[src/rtl/framebuffer_swap_controller.sv]
// Double-buffer scheduler: routes SPI pixel writes into the back bank,
// swaps banks on end-of-frame and optionally clears the new back bank.
module framebuffer_swap_controller #(
    parameter int rows          = 8,
    parameter int columns       = 32,
    parameter int bitwidth      = 8,
    parameter int clear_on_swap = 1,
    localparam int RW = (rows > 1) ? $clog2(rows) : 1,
    localparam int CW = (columns > 1) ? $clog2(columns) : 1,
    localparam int PW = 3 * bitwidth
) (
    input  logic          clk,
    input  logic          rst,
    input  logic          spi_wen,
    input  logic [RW-1:0] spi_wrow,
    input  logic [CW-1:0] spi_wcol,
    input  logic [PW-1:0] spi_wdata,
    input  logic          spi_loaded,
    output logic          spi_ready,
    input  logic          frame_end,
    output logic          fb_wen,
    output logic          fb_wbank,
    output logic [RW-1:0] fb_wrow,
    output logic [CW-1:0] fb_wcol,
    output logic [PW-1:0] fb_wdata,
    output logic          fb_rbank,
    output logic [7:0]    swap_count
);

    typedef enum logic [1:0] {FILL, PEND, CLEAR} state_t;

    localparam logic [RW-1:0] ROW_LAST = RW'(rows - 1);
    localparam logic [CW-1:0] COL_LAST = CW'(columns - 1);
    localparam logic          DO_CLEAR = (clear_on_swap != 0);

    state_t        state_q, state_d;
    logic          spi_ready_q, spi_ready_d;
    logic          fb_wen_q, fb_wen_d;
    logic          fb_wbank_q, fb_wbank_d;
    logic          fb_rbank_q, fb_rbank_d;
    logic [RW-1:0] fb_wrow_q, fb_wrow_d;
    logic [CW-1:0] fb_wcol_q, fb_wcol_d;
    logic [PW-1:0] fb_wdata_q, fb_wdata_d;
    logic [7:0]    swap_count_q, swap_count_d;

    always_comb begin
        state_d      = state_q;
        fb_wen_d     = 1'b0;
        fb_wbank_d   = fb_wbank_q;
        fb_rbank_d   = fb_rbank_q;
        fb_wrow_d    = fb_wrow_q;
        fb_wcol_d    = fb_wcol_q;
        fb_wdata_d   = fb_wdata_q;
        swap_count_d = swap_count_q;
        unique case (state_q)
            FILL: begin
                if (spi_wen) begin
                    fb_wen_d   = 1'b1;
                    fb_wrow_d  = spi_wrow;
                    fb_wcol_d  = spi_wcol;
                    fb_wdata_d = spi_wdata;
                end
                if (spi_loaded) state_d = PEND;
            end
            PEND: begin
                if (frame_end) begin
                    fb_rbank_d   = ~fb_rbank_q;
                    fb_wbank_d   = ~fb_wbank_q;
                    swap_count_d = swap_count_q + 8'd1;
                    if (DO_CLEAR) begin
                        state_d    = CLEAR;
                        fb_wen_d   = 1'b1;
                        fb_wrow_d  = '0;
                        fb_wcol_d  = '0;
                        fb_wdata_d = '0;
                    end else begin
                        state_d = FILL;
                    end
                end
            end
            CLEAR: begin
                // output row/col registers double as the clear address counter
                if (fb_wrow_q == ROW_LAST && fb_wcol_q == COL_LAST) begin
                    state_d = FILL;
                end else begin
                    fb_wen_d   = 1'b1;
                    fb_wdata_d = '0;
                    if (fb_wcol_q == COL_LAST) begin
                        fb_wcol_d = '0;
                        fb_wrow_d = fb_wrow_q + RW'(1);
                    end else begin
                        fb_wcol_d = fb_wcol_q + CW'(1);
                    end
                end
            end
            default: state_d = FILL;
        endcase
        spi_ready_d = (state_d == FILL);
    end

    always_ff @(posedge clk) begin
        if (rst) begin
            state_q      <= FILL;
            spi_ready_q  <= 1'b0;
            fb_wen_q     <= 1'b0;
            fb_wbank_q   <= 1'b1;
            fb_rbank_q   <= 1'b0;
            fb_wrow_q    <= '0;
            fb_wcol_q    <= '0;
            fb_wdata_q   <= '0;
            swap_count_q <= '0;
        end else begin
            state_q      <= state_d;
            spi_ready_q  <= spi_ready_d;
            fb_wen_q     <= fb_wen_d;
            fb_wbank_q   <= fb_wbank_d;
            fb_rbank_q   <= fb_rbank_d;
            fb_wrow_q    <= fb_wrow_d;
            fb_wcol_q    <= fb_wcol_d;
            fb_wdata_q   <= fb_wdata_d;
            swap_count_q <= swap_count_d;
        end
    end

    assign spi_ready  = spi_ready_q;
    assign fb_wen     = fb_wen_q;
    assign fb_wbank   = fb_wbank_q;
    assign fb_rbank   = fb_rbank_q;
    assign fb_wrow    = fb_wrow_q;
    assign fb_wcol    = fb_wcol_q;
    assign fb_wdata   = fb_wdata_q;
    assign swap_count = swap_count_q;

endmodule

[config.mk]
export PLATFORM = sky130hd
export DESIGN_NAME = framebuffer_swap_controller
export DESIGN_NICKNAME = d
export VERILOG_FILES = /design/src/rtl/framebuffer_swap_controller.sv
export SDC_FILE = /design/constraint.sdc
export NUM_CORES = 1
export LEC_CHECK = 0
export ABC_AREA = 1
export CORE_ASPECT_RATIO = 0.8
export CORE_UTILIZATION = 45
export DETAILED_ROUTE_END_ITERATION = 10
export GPL_TIMING_DRIVEN = 0
export PLACE_DENSITY = 0.81
export SYNTH_ARGS = -nofsm -noshare
export SYNTH_HDL_FRONTEND = slang
export SYNTH_SLANG_ARGS = --single-unit
[constraint.sdc]
create_clock -name clk -period 2.1 [get_ports clk]
set_input_delay 0.525 -clock clk [delete_from_list [all_inputs] [get_ports clk]]
set_output_delay 0.525 -clock clk [all_outputs]
set_load 0.01 [all_outputs]
# Word level (Yosys, flattened, before mapping)
# Cells that the tools add are included.
[totals]
ff_bits = 46
latchBits = 0
mem_bits_rw = 0
mem_bits_ro = 0
output_inout_bits = 44
word_cells = 51
memories = 0
[classes]
n_addsub = 3
n_mul = 0
div = 0
magnitude_cmp = 0
n_eq_ne = 8
shifts = 0
muxes = 22
bitwise_logic = 2
n_reduce_logical = 7
[ops]
columns = ["op", "n"]
rows = [
  ["24-bit two-way mux", 3],
  ["24-bit case mux with 3 select lines", 1],
  ["5-bit two-way mux", 4],
  ["5-bit case mux with 3 select lines", 1],
  ["3-bit two-way mux", 4],
  ["3-bit case mux with 3 select lines", 1],
  ["8-bit by 1-bit adder with 8-bit output (second input constant)", 1],
  ["2-bit != test (second input constant)", 4],
  ["2-bit two-way mux", 3],
  ["2-bit case mux with 3 select lines", 1],
  ["5-bit by 1-bit adder with 5-bit output (second input constant)", 1],
  ["5-bit equality test (second input constant)", 1],
  ["5-bit AND reduction", 1],
  ["2-bit zero test", 2],
  ["4-bit AND reduction", 1],
  ["3-bit by 1-bit adder with 3-bit output (second input constant)", 1],
  ["3-bit equality test (second input constant)", 1],
  ["1-bit two-way mux", 3],
  ["1-bit case mux with 3 select lines", 1],
  ["3-bit nonzero test", 1],
  ["2-bit by 1-bit equality test with 1-bit output (second input constant)", 1],
  ["2-bit equality test (second input constant)", 1],
  ["1-bit inverter", 2],
  ["2-bit AND reduction", 1],
  ["1-bit logical AND", 1],
]

# Depth between registers and ports, before layout
[logic_depth]
word_depth = 5
mapped_depth = 11
ltp_nobuf = 11

# Least setup slack after synthesis
# Ideal clock, no wire load.
[synth_timing]
kind = "reg2reg"
from = "reg fb_wcol_q[1] (netlist: fb_wcol[1])"
to = "reg fb_wdata_q[3] (netlist: fb_wdata[3])"
setup_time_ps = 128
arrival_time_ps = 1520
required_time_ps = 1972
setup_slack_ps = 452
path_stages_with_launch = 11
path_buffers = 1
synth_period_minus_slack_ps = 1648
path_cell_list = "dfxtp_1 ha_1 nand2_1 nor2_1 ha_1 nand3_1 nand2_2 nor2_8 buf_6 o21ai_0 nor2_1"
[synth_via]
elab_chain_len = 4
[synth_rtl]
columns = ["element", "line", "text"]
rows = [
  ["from (decl)", "42", "logic [CW-1:0] fb_wcol_q, fb_wcol_d;"],
  ["from (signal assigned)", "119", "fb_wcol_q <= fb_wcol_d;"],
  ["5-bit equality test", "83", "if (fb_wrow_q == ROW_LAST && fb_wcol_q == COL_LAST) begin"],
  ["1-bit logical AND", "83", ""],
  ["2-bit != test (no line)", "-", ""],
  ["4-bit AND reduction (no line)", "-", ""],
  ["to (signal assigned)", "120", "fb_wdata_q <= fb_wdata_d;"],
  ["to (decl)", "43", "logic [PW-1:0] fb_wdata_q, fb_wdata_d;"],
]
# No other way between the ends.
# A chain may end at the register's enable or synchronous reset.

# Worst setup path in the final report
[layout_timing]
from = "reg fb_wcol_q[0] (netlist: fb_wcol[0])"
to = "out fb_wcol[0]"
[layout_lines]
columns = ["element", "line", "text"]
rows = [
  ["to (decl)", "24", "output logic [CW-1:0] fb_wcol,"],
]
# No word-level cell between the ends.

==> metrics <==
antenna-violating nets left 0; max frequency 544 MHz; status completed; total setup violations reported at the end of the flow 0; last weighted congestion value of the routability-driven placer 0.841; Crit Reg-Reg Startpoint state_q[1]$_SDFF_PP0_; fraction of power consumed by the clock network 0.196; critical setup path kind flip-flop to output port; CTS H-tree depth 2; vias in the first global route 2,082; transition time at the pin with the least slew margin 521 ps; R2R cell count 8; area grow syn2layout 42.3%; Critical Path End Type output port; final cycle utilization of the critical path 0.875; sequential area share after synthesis 0.410; area share of the largest cell type after synthesis 0.410; total leakage power 1.46 nW; Net Count, Synth 365; critical path endpoint fb_wcol[0]; Final HPWL DP 4000 µm; detailed-route wire length per cell 11.7 µm; Final Routed Wirelength 5430 µm; Net Sw Frac 0.332; cell count along the critical path 1; number of max-cap violations 0; final layout net count 452; crit path cell chain clkdlybuf4s50_1; TritonCTS sink count 46; library cells used by synthesis 23; accumulated negative setup slack 0 ps; maximum number of pins on one net before global-route repair 13; WP data required 1570 ps; post-CTS setup buffer count 0; CTS clock-pin slew for the worst setup and hold paths 80 ps; cell types occupying the most area after synthesis sky130_fd_sc_hd__dfxtp_1 41%, sky130_fd_sc_hd__nand2_1 15%, sky130_fd_sc_hd__nor2_1 9.2%; global-route wire length before repair 9220 µm; antenna violations before repair 0; count of vias placed by the detailed router 2,214; count of unresolved DRC violations after routing 0; starting utilization of the core area 0.480; area leader, netlist sky130_fd_sc_hd__dfxtp_1; number of buffers inserted during clock tree synthesis 5; internal reg-to-reg setup slack 290 ps; GRT Total Usage 0.226; Antenna Cells 0; clock insertion delay at the later pin of the skew report 290 ps; worst reg2reg path endpoint fb_wdata[7]$_SDFFE_PP0P_; Yosys warnings 0; count of buffer and inverter cells on the critical path 1; Placed Cells 458; I/O pin cnt 81; slowest stage cell on the critical path sky130_fd_sc_hd__clkdlybuf4s50_1; beginning of the critical path fb_wcol[0]$_SDFFE_PP0P_; max_slew headroom 0.652; core area 4680 µm²; height of the chip 65.2 µm; netlist area before placement 2250 µm²; number of pins with negative max-slew slack in the final report 0; RSZ-0062 raised after global routing no; fraction of power consumed by combinational cells 0.379; fin cells 465; Final Skew 4.06 ps; Worst Setup Start Kind flip-flop; iteration count of the initial detailed-routing pass 4; synthesized instance count 318; TritonCTS clock tree done; die area 5280 µm²; GRT overflow 0; average via count per standard cell 4.76; post-cts repair resize count 0; kind of cell adding the most delay to the critical path buffers and inverters; kind of path behind the tightest hold check flip-flop to flip-flop; number of DRC markers in iteration 0 106; power density relative to cell area 810 nW/µm²; sequential power share 0.425; peak supply drop 0.526 mV; max incr delay on CP 590 ps; top fanout value on the critical path 6; Arrival @ worst endpoint 1310 ps; Pint 1.73 mW; number of hold violations in the final report 0; fraction of layout cells with a size suffix above 1 0.0765; placement row count 22; min cycle time layout 1840 ps; overall die width 81.0 µm; synthesized flop and latch total 46; hold path start swap_count[5]$_SDFFE_PP0P_; average instance area after synthesis 7.07 µm²; hold-fix buffers at CTS 0; number of buffers inserted by port buffering 80; maximum number of buffers from clock root to sink 2; P_sw 0.861 mW; clock root buffer sky130_fd_sc_hd__clkbuf_8
[metal layers]
metal | GRT usage | vias to the layer above | share of wire
met5 | 0 | - | 0
met4 | 0.0692 | 0 | 0.011
met3 | 0.0611 | 6 | 0.060
met2 | 0.358 | 61 | 0.43
met1 | 0.296 | 980 | 0.50
li1 | - | 1167 | -
[state kept, by name (all words and copies together) (netlist names)]
| signal | count |
|---|---|
| fb_rbank | 1 |
| fb_wbank | 1 |
| fb_wcol | 5 |
| fb_wdata | 24 |
| fb_wen | 1 |
| fb_wrow | 3 |
| spi_ready | 1 |
| state_q | 2 |
| swap_count | 8 |
[worst min-delay path by stage]
stage	to	cells past startpoint
after global routing	swap_count[5]$_SDFFE_PP0P_	2
after global placement	swap_count[5]$_SDFFE_PP0P_	2
after detailed placement	swap_count[5]$_SDFFE_PP0P_	2
final	swap_count[5]$_SDFFE_PP0P_	2
after floorplan	swap_count[5]$_SDFFE_PP0P_	2
after CTS	swap_count[5]$_SDFFE_PP0P_	2
[power groups by stage]
stage,combinational (mW),sequential [mW],clock (mW)
after floorplan,0.507,1.17,0
after global placement,0.968,1.12,0
after detailed placement,0.983,1.12,0
after CTS,0.989,1.10,0.520
after global routing,1.09,1.12,0.556
final,0.983,1.10,0.509
[cell type report]
cell class	count	area [µm²]
Fill cell	423	1480
Timing Repair Buffer	80	801
Clock buffer	7	76.3
Multi-Input combinational cell	229	1120
Tap cell	60	75.1
Inverter	29	109
Sequential cell	46	921
Buffer	14	101
[layout by cell type (no fill, tap or decap)]
| cell | count |
|---|---|
| sky130_fd_sc_hd__nor3_1 | 1 |
| sky130_fd_sc_hd__inv_1 | 29 |
| sky130_fd_sc_hd__nand2_2 | 2 |
| sky130_fd_sc_hd__nor2_2 | 2 |
| sky130_fd_sc_hd__clkbuf_1 | 7 |
| sky130_fd_sc_hd__clkdlybuf4s50_1 | 80 |
| sky130_fd_sc_hd__nand2_1 | 90 |
| sky130_fd_sc_hd__buf_6 | 6 |
| sky130_fd_sc_hd__o21a_1 | 1 |
| sky130_fd_sc_hd__dfxtp_1 | 46 |
| sky130_fd_sc_hd__o21ai_1 | 11 |
| sky130_fd_sc_hd__clkbuf_8 | 5 |
| sky130_fd_sc_hd__a21oi_1 | 8 |
| sky130_fd_sc_hd__a21o_1 | 1 |
| sky130_fd_sc_hd__o21ai_2 | 10 |
| sky130_fd_sc_hd__nor2_8 | 1 |
| sky130_fd_sc_hd__o21ai_0 | 14 |
| sky130_fd_sc_hd__or2_2 | 1 |
| sky130_fd_sc_hd__xor2_1 | 1 |
| sky130_fd_sc_hd__buf_2 | 3 |
| sky130_fd_sc_hd__nand4_1 | 3 |
| sky130_fd_sc_hd__nor2_1 | 55 |
| sky130_fd_sc_hd__nand3_1 | 17 |
| sky130_fd_sc_hd__ha_1 | 10 |
| sky130_fd_sc_hd__nand2_4 | 1 |
[through the flow]
step            util  hold slack [ps]  cell area, µm²  setup WS [ps]  power, mW
3_5_place_dp   0.668              454            3120           38.3       2.10
4_1_cts        0.684              465            3200            253       2.61
5_1_grt        0.684              489            3200           33.7       2.77
2_1_floorplan      -              476            2250            452       1.67
3_3_place_gp   0.668              451            3120           29.9       2.09
6_report       0.684              458            3200            262       2.59
[cells in the mapped netlist, drive strengths merged]
cell type	instances
dfxtp	46
nor2	58
nand2	93
inv	29
o21ai	35
a21o	1
buf	9
or2	1
o21a	1
nand4	3
ha	10
clkbuf	5
xor2	1
a21oi	8
nor3	1
nand3	17
[logic make-up after synthesis]
group	count (synthesis)	synth area share
and+or+nand+nor	173	0.318
xor gates and xnor gates	1	0.00390
adders and majority gates	10	0.0556
DFF	46	0.410
buffers and inverters	43	0.0935
AOI/OAI and AO/OA	45	0.119
(Power assumes the default switching activity.)
